[src/rtl/add8_err_monitor.sv]
// add8_err_monitor
// Error-statistics stage for an 8-bit approximate adder. Each accepted sample
// (a, b, o_approx) is compared against the exact sum, and the window totals
// (worst-case error, sum of |error|, erroneous-sample count) are presented
// through a stat_valid/stat_ack handshake.
// Optional feature macro: ERR_SSE_EN adds the squared-error datapath, the sse
// accumulator and the sse output port.
//
// state  | meaning
// -------+-------------------------------------------------------------
// IDLE   | waiting for start; last window totals stay readable
// RUN    | accepting samples until N_SAMPLES have been taken
// DRAIN  | two cycles while the last samples leave the pipeline
// REPORT | totals valid and stable until stat_ack
module add8_err_monitor #(
    parameter int N_SAMPLES = 65536,
    parameter int CNT_W     = 17
) (
    input  logic                 clk,
    input  logic                 rst_n,
    input  logic                 start,
    input  logic                 in_valid,
    output logic                 in_ready,
    input  logic [7:0]           a,
    input  logic [7:0]           b,
    input  logic [8:0]           o_approx,
    output logic                 busy,
    output logic                 stat_valid,
    input  logic                 stat_ack,
    output logic [8:0]           wce,
    output logic [9+CNT_W-1:0]   sae,
    output logic [CNT_W-1:0]     err_cnt
`ifdef ERR_SSE_EN
    ,
    output logic [18+CNT_W-1:0]  sse
`endif
);

    typedef enum logic [1:0] {
        IDLE   = 2'd0,
        RUN    = 2'd1,
        DRAIN  = 2'd2,
        REPORT = 2'd3
    } state_t;

    localparam logic [CNT_W-1:0] LAST_CNT = CNT_W'(N_SAMPLES - 1);

    state_t             state_q, state_d;
    logic [CNT_W-1:0]   acc_cnt_q, acc_cnt_d;
    logic               drain_cnt_q, drain_cnt_d;

    logic               accept;
    logic               clear;

    logic               s1_vld_q;
    logic [7:0]         s1_a_q, s1_b_q;
    logic [8:0]         s1_o_q;

    logic [8:0]         s1_sum;
    logic signed [9:0]  s1_err;
    logic [8:0]         s1_abs;

    logic               s2_vld_q;
    logic [8:0]         s2_abs_q;
    logic               s2_nz_q;

    logic [8:0]         wce_q;
    logic [9+CNT_W-1:0] sae_q;
    logic [CNT_W-1:0]   err_cnt_q;

    assign in_ready   = (state_q == RUN);
    assign busy       = (state_q == RUN) || (state_q == DRAIN);
    assign stat_valid = (state_q == REPORT);
    assign accept     = in_valid && in_ready;
    assign clear      = (state_q == IDLE) && start;

    // Next-state logic: accept counting in RUN, fixed two-cycle drain timer.
    always_comb begin
        state_d     = state_q;
        acc_cnt_d   = acc_cnt_q;
        drain_cnt_d = drain_cnt_q;
        case (state_q)
            IDLE: begin
                if (start) begin
                    state_d   = RUN;
                    acc_cnt_d = '0;
                end
            end
            RUN: begin
                if (accept) begin
                    acc_cnt_d = acc_cnt_q + CNT_W'(1);
                    if (acc_cnt_q == LAST_CNT) begin
                        state_d     = DRAIN;
                        drain_cnt_d = 1'b1;
                    end
                end
            end
            DRAIN: begin
                if (drain_cnt_q == 1'b0) begin
                    state_d = REPORT;
                end else begin
                    drain_cnt_d = drain_cnt_q - 1'b1;
                end
            end
            REPORT: begin
                if (stat_ack) begin
                    state_d = IDLE;
                end
            end
            default: state_d = IDLE;
        endcase
    end

    // State and counter registers.
    always_ff @(posedge clk) begin
        if (!rst_n) begin
            state_q     <= IDLE;
            acc_cnt_q   <= '0;
            drain_cnt_q <= 1'b0;
        end else begin
            state_q     <= state_d;
            acc_cnt_q   <= acc_cnt_d;
            drain_cnt_q <= drain_cnt_d;
        end
    end

    // Error is o_approx - (a + b) in 10-bit signed; its magnitude fits 9 bits.
    assign s1_sum = {1'b0, s1_a_q} + {1'b0, s1_b_q};
    assign s1_err = $signed({1'b0, s1_o_q}) - $signed({1'b0, s1_sum});
    assign s1_abs = s1_err[9] ? 9'(-s1_err) : s1_err[8:0];

    // S1 captures accepted samples, S2 holds |err|; both advance every cycle.
    always_ff @(posedge clk) begin
        if (!rst_n) begin
            s1_vld_q <= 1'b0;
            s1_a_q   <= '0;
            s1_b_q   <= '0;
            s1_o_q   <= '0;
            s2_vld_q <= 1'b0;
            s2_abs_q <= '0;
            s2_nz_q  <= 1'b0;
        end else begin
            s1_vld_q <= accept;
            if (accept) begin
                s1_a_q <= a;
                s1_b_q <= b;
                s1_o_q <= o_approx;
            end
            s2_vld_q <= s1_vld_q;
            s2_abs_q <= s1_abs;
            s2_nz_q  <= (s1_abs != 9'd0);
        end
    end

    // S3 accumulators; only valid-tagged entries contribute.
    always_ff @(posedge clk) begin
        if (!rst_n || clear) begin
            wce_q     <= '0;
            sae_q     <= '0;
            err_cnt_q <= '0;
        end else if (s2_vld_q) begin
            if (s2_abs_q > wce_q) begin
                wce_q <= s2_abs_q;
            end
            sae_q     <= sae_q + (9+CNT_W)'(s2_abs_q);
            err_cnt_q <= err_cnt_q + CNT_W'(s2_nz_q);
        end
    end

    assign wce     = wce_q;
    assign sae     = sae_q;
    assign err_cnt = err_cnt_q;

`ifdef ERR_SSE_EN
    logic [17:0]         s2_sq_q;
    logic [18+CNT_W-1:0] sse_q;

    // err^2 computed from |err|: identical value, and 511^2 fits in 18 bits.
    always_ff @(posedge clk) begin
        if (!rst_n) begin
            s2_sq_q <= '0;
        end else begin
            s2_sq_q <= {9'd0, s1_abs} * {9'd0, s1_abs};
        end
    end

    // Squared-error accumulator, cleared with the other totals.
    always_ff @(posedge clk) begin
        if (!rst_n || clear) begin
            sse_q <= '0;
        end else if (s2_vld_q) begin
            sse_q <= sse_q + (18+CNT_W)'(s2_sq_q);
        end
    end

    assign sse = sse_q;
`endif

endmodule

[config.mk]
export PLATFORM = sky130hd
export DESIGN_NAME = add8_err_monitor
export DESIGN_NICKNAME = d
export VERILOG_FILES = /design/src/rtl/add8_err_monitor.sv
export SDC_FILE = /design/constraint.sdc
export NUM_CORES = 1
export LEC_CHECK = 0
export ABC_AREA = 1
export BUFFER_PORTS_ARGS = -buffer_cell sky130_fd_sc_hd__clkbuf_2
export CELL_PAD_IN_SITES_DETAIL_PLACEMENT = 1
export CELL_PAD_IN_SITES_GLOBAL_PLACEMENT = 1
export CORE_MARGIN = 2
export CORE_UTILIZATION = 42
export CTS_CLUSTER_SIZE = 30
export DETAILED_ROUTE_END_ITERATION = 8
export GPL_ROUTABILITY_DRIVEN = 0
export GPL_TIMING_DRIVEN = 0
export PLACE_DENSITY_LB_ADDON = 0.1
export SLEW_MARGIN = 20
export SYNTH_ARGS = -nofsm -noshare
export SYNTH_HDL_FRONTEND = slang
export SYNTH_SLANG_ARGS = --single-unit
export TNS_END_PERCENT = 10
[constraint.sdc]
create_clock -name clk -period 3.92 [get_ports clk]
set_clock_uncertainty 0.05 [all_clocks]
set_input_delay 0.196 -clock clk [delete_from_list [all_inputs] [get_ports clk]]
set_output_delay 0.196 -clock clk [all_outputs]
set_load 0.02 [all_outputs]
== Word-level counts from Yosys, hierarchy flattened ==
Index checks and enable logic that the tools add are counted.

* $add $sub $neg: 7
* $mul: 0
* Divide/modulo/power cells: 0
* $lt $le $gt $ge: 1
* Equal/unequal tests: 9
* Shifts and indexed selects: 0
* Mux-type cells: 14
* Bitwise operators: 0
* Reductions and logical operators: 13

{| class="wikitable"
|+ Operators with widths
! cell !! count
|-
| $mux 17 || 2
|-
| $pmux 17 s2 || 1
|-
| $add 26x9->26 || 1
|-
| $add 17x1->17 || 1
|-
| $add 17x1->17 const B || 1
|-
| $eq 17x16->1 const B || 1
|-
| $mux 2 || 5
|-
| $sub 9x9->10 || 1
|-
| $add 8x8->9 || 1
|-
| $gt 9x9->1 || 1
|-
| $mux 9 || 1
|-
| $neg 9->9 || 1
|-
| $reduce_bool 9->1 || 1
|-
| $pmux 2 s4 || 1
|-
| $ne 2x1->1 const B || 3
|-
| $reduce_and 3->1 || 2
|-
| $reduce_and 5->1 || 1
|-
| $eq 2x2->1 const B || 2
|-
| $ne 2x2->1 const B || 2
|-
| $reduce_bool 2->1 || 2
|-
| $mux 1 || 3
|-
| $eq 2x1->1 const B || 1
|-
| $logic_and 1x1->1 || 2
|-
| $logic_not 2->1 || 1
|-
| other kinds (5) || 6
|}

* Bits in registers: 109
* Latch bits: 0
* Bits in writable memories: 0
* Bits in read-only memories: 0
* Word-level logic and storage cells: 57
* Memories kept: 0

== Longest topological paths before layout ==
* Word-level depth: 5
* Gate-level depth with buffers: 23
* Mapped depth without buffers: 23

== Worst setup path before layout ==
Ideal clock, no wire load.

* Path type: register to register
* From: register s1_a_q[0]
* To: register s2_nz_q
* Library setup time: 0.119 ns
* Data arrival time: 2.625 ns
* Data required time: 3.751 ns
* Setup slack: 1.126 ns
* Cell stages (with the launch flop): 21
* Path buffers: 0
* Path through: dfxtp_1 fa_1 inv_1 ha_1 inv_1 nand2_1 inv_1 fa_1 ha_1 inv_1 nor2_1 nand3_1 nor2_1 nand2_1 nand2_2 nand2_1 nand2_1 nor2_1 nand2_1 nand2_1 nand3_2

* Longest elaborated chain between the ends: 5

{| class="wikitable"
|+ Ends and longest elaborated chain
! element !! RTL line !! RTL
|-
| from (decl) || 56 || <nowiki>logic [7:0] s1_a_q, s1_b_q;</nowiki>
|-
| from (signal assigned) || 136 || <nowiki>s1_a_q <= '0;</nowiki>
|-
| from (signal assigned) || 145 || <nowiki>s1_a_q <= a;</nowiki>
|-
| $add 8x8->9 (*) || 128 || <nowiki>assign s1_sum = {1'b0, s1_a_q} + {1'b0, s1_b_q};</nowiki>
|-
| $sub 9x9->10 (*) || 129 || <nowiki>assign s1_err = $signed({1'b0, s1_o_q}) - $signed({1'b0, s1_sum});</nowiki>
|-
| $neg 9->9 || 130 || <nowiki>assign s1_abs = s1_err[9] ? 9'(-s1_err) : s1_err[8:0];</nowiki>
|-
| $mux 9 (*) || 130 ||
|-
| $reduce_bool 9->1 (*) || 151 || <nowiki>s2_nz_q <= (s1_abs != 9'd0);</nowiki>
|-
| to (signal assigned) || 151 ||
|-
| to (decl) || 65 || <nowiki>logic s2_nz_q;</nowiki>
|}

Mark *: on every way between the ends. The rest lies on a longest branch, timed or not.
A chain may end at the register's enable or synchronous reset.

== Final worst setup path ==
Same ends and word-level chain as after synthesis.

==> out/qor.txt <==
run status -> complete, no violations
Critical Path Source -> s1_a_q[0]$_SDFFE_PN0P_
setup_tns -> 0 ps
CTS buffer count -> 9
fmax -> 0.320 GHz
largest net degree at the start of global routing -> 18
Register Area -> 2180 um2
placement row count -> 43
Critical Path, Cell by Cell -> fa_1 -> ha_1 -> inv_1 -> nand2_1 -> inv_1 -> fa_1 -> ha_1 -> inv_1 -> nor2_1 -> nand3_1 -> nor2_1 -> nand2_1 -> nand3_1 -> nand2_1 -> nor2_1 -> nand2_1 -> nand2_1 -> nand3_2
post-synthesis net count -> 924
Yosys reg bits -> 109
min Tclk post-route -> 3120 ps
WP data arrival -> 3320 ps
crit-path max FO -> 4
Post-DRT Antenna Nets -> 0
Ports -> 85
final net count -> 1,019
htree depth -> 3
IO Port Bufs -> 84
library cells used by synthesis -> 48
Hold/Removal Path Class -> in2reg
die area -> 15,400 um2
Multi-input gate area -> 3310 um2
VDD IR max -> 348 uV
post-synthesis area per instance -> 7.17 um2
initial antenna violation count -> 0
leading cell type in the layout, fill and taps excluded -> nand2_1
Pwr per Cell Area -> 743 nW/um2
sequential share of the synthesized area -> 0.360
Req. time, crit path -> 4120 ps
final setup vio count -> 0
reg2reg start -> s1_a_q[0]$_SDFFE_PN0P_
kind of critical path -> reg2reg
Mapped Cells -> 846
Ant. Diodes -> 0
first-pass GRT wire length -> 27.8 mm
synth warn -> 0
CTS tree -> done
cell mode on critical path -> nand2_1
Post-CTS Setup Bufs -> 0
Area Growth Syn to Fin -> 16.4%
Tightest Pin Transition -> 703 ps
Final Max Slew Viols -> 0
RSZ-0062 raised after global routing -> false
Max-Cap Viols -> 0
ratio of cells with drive above 1 in the final layout -> 0.145
Die H -> 124 um
Clock Latency Late Sink -> 360 ps
kind of start point of the critical path -> flop
fillcell total -> 1,852
Hold Crit Start -> o_approx[3]
Core Area -> 14,000 um2
fraction of the cycle the final worst path needs -> 0.797
gr ovfl total -> 0
Detailed Route WL -> 16.4 mm
Clock Path Buffers -> 2
number of global-route vias before repair -> 5,929
CP endpoint kind -> flop
Starting DRT DRC Count -> 258
Vias/cell -> 5.15
clock slew at the register clock pins of the worst setup and hold paths -> 70 ps
DRC Markers -> 0
starting density of the core -> 0.434
Worst path max stage delay -> 570 ps
GRT Overall Usage -> 0.216
Fin. Hold Viols -> 0
Slew headroom -> 0.531
number of clock sinks -> 109
Post-CTS Hold Buffers -> 0
Lkg Pwr -> 3.15 nW
die width -> 124 um
Worst path slowest cell -> fa_1
first-pass detailed-route iteration total -> 4
Final Core Density -> 0.505
Post-DP HPWL -> 13.0 mm
average wire per standard cell -> 14.6 um
Netlist Area Pre-Place -> 6070 um2
Clock Tree Root -> clkbuf_16
commonest non-fill, non-tap cells in the layout -> nand2_1 (146), inv_1 (123), nor2_1 (113), dfxtp_1 (109), clkbuf_2 (84)
Resized Gates After CTS -> 0
Via Count -> 5,795
## synth_stat cells (all sizes together)
| library cell | count | share of area |
|---|---|---|
| clkbuf | 8 | 0.0049 |
| dfxtp | 109 | 0.36 |
| fa | 9 | 0.030 |
| nand2 | 156 | 0.10 |
| nand3 | 48 | 0.041 |
| o21bai | 1 | 0.0012 |
| a21oi | 71 | 0.059 |
| a221oi | 1 | 0.0014 |
| a21o | 3 | 0.0037 |
| o21ai | 67 | 0.056 |
| nand3b | 4 | 0.0049 |
| clkinv | 3 | 0.0021 |
| xor2 | 13 | 0.019 |
| nor2 | 117 | 0.075 |
| buf | 10 | 0.0099 |
| ha | 39 | 0.080 |
| nor3b | 3 | 0.0037 |
| nor4 | 3 | 0.0031 |
| a211oi | 3 | 0.0037 |
| a31oi | 3 | 0.0031 |
| o41ai | 1 | 0.0014 |
| xnor2 | 6 | 0.0087 |
| and3 | 1 | 0.0010 |
| o211ai | 1 | 0.0021 |
| a22oi | 1 | 0.0012 |
| nand4 | 15 | 0.015 |
| o22ai | 1 | 0.0010 |
| o211a | 2 | 0.0033 |
| inv | 126 | 0.078 |
| a21boi | 1 | 0.0012 |
| o21a | 4 | 0.0062 |
| nor3 | 14 | 0.016 |
| or2 | 2 | 0.0021 |
## critical path, delay by kind of cell, from the launching register on
kind | cells | cell delay [ps]
and+or+nand+nor | 11 | 1030
DFF | 1 | 330
buffers and inverters | 3 | 180
adders and majority gates | 4 | 1440
## final cells by class
| cell class | instances | area share |
|---|---|---|
| well taps | 180 | 0.0319 |
| flip-flops and latches | 109 | 0.309 |
| multi-input cells | 590 | 0.469 |
| repair buffers | 84 | 0.0595 |
| plain buffers | 18 | 0.0128 |
| clock buffers | 10 | 0.0338 |
| inverters | 129 | 0.0687 |
| clock inverters | 6 | 0.0154 |
## sequential cells by signal, summed over array words and instances, names as in the netlist
register     cells
s1_vld_q         1
err_cnt         17
s1_o_q           9
drain_cnt_q      1
s1_b_q           8
state_q          2
sae             26
s2_abs_q         9
acc_cnt_q       17
s1_a_q           8
s2_vld_q         1
wce              9
s2_nz_q          1
## stage by stage
step	setup WS, ps	total power [mW]	instances	hold slack (ps)	area, um2
floorplan	1130	3.56	846	310	6070
global placement	883	4.07	1110	344	6720
detailed placement	766	4.21	1110	352	6720
CTS	757	5.30	1126	34.7	7060
global route	506	5.78	1126	57.3	7060
finish	796	5.25	1126	42.9	7060
## cell families after synthesis
kind of cell / share of synthesized area
and+or+nand+nor: 0.263
AOI/OAI and AO/OA: 0.145
buffers and inverters: 0.0948
DFF: 0.360
adders and majority gates: 0.110
xor gates and xnor gates: 0.0274
## routing by layer
layer | global-route usage | vias up | share of wire
met5 | 0 | - | 0
met1 | 0.262 | 2767 | 0.46
met3 | 0.0370 | 19 | 0.028
li1 | - | 2920 | -
met4 | 0.0608 | 0 | 0.017
met2 | 0.392 | 89 | 0.49
## path summary, 6_finish.rpt
check | end | slack [ps] | depth (start not counted)
setup / recovery | s2_nz_q$_SDFF_PN0_ | 800 | 18
hold / removal | s1_o_q[3]$_SDFFE_PN0P_ | 40 | 3
setup reg to reg | s2_nz_q$_SDFF_PN0_ | 800 | 18
hold reg to reg | s2_vld_q$_SDFF_PN0_ | 370 | 2
## power breakdown
group	switching, mW	total, mW	internal [mW]
Clock	0.424	1.07	0.642
Sequential	0.0925	1.33	1.24
Combinational	1.83	2.85	1.01
Power figures use the tool's default switching activity.
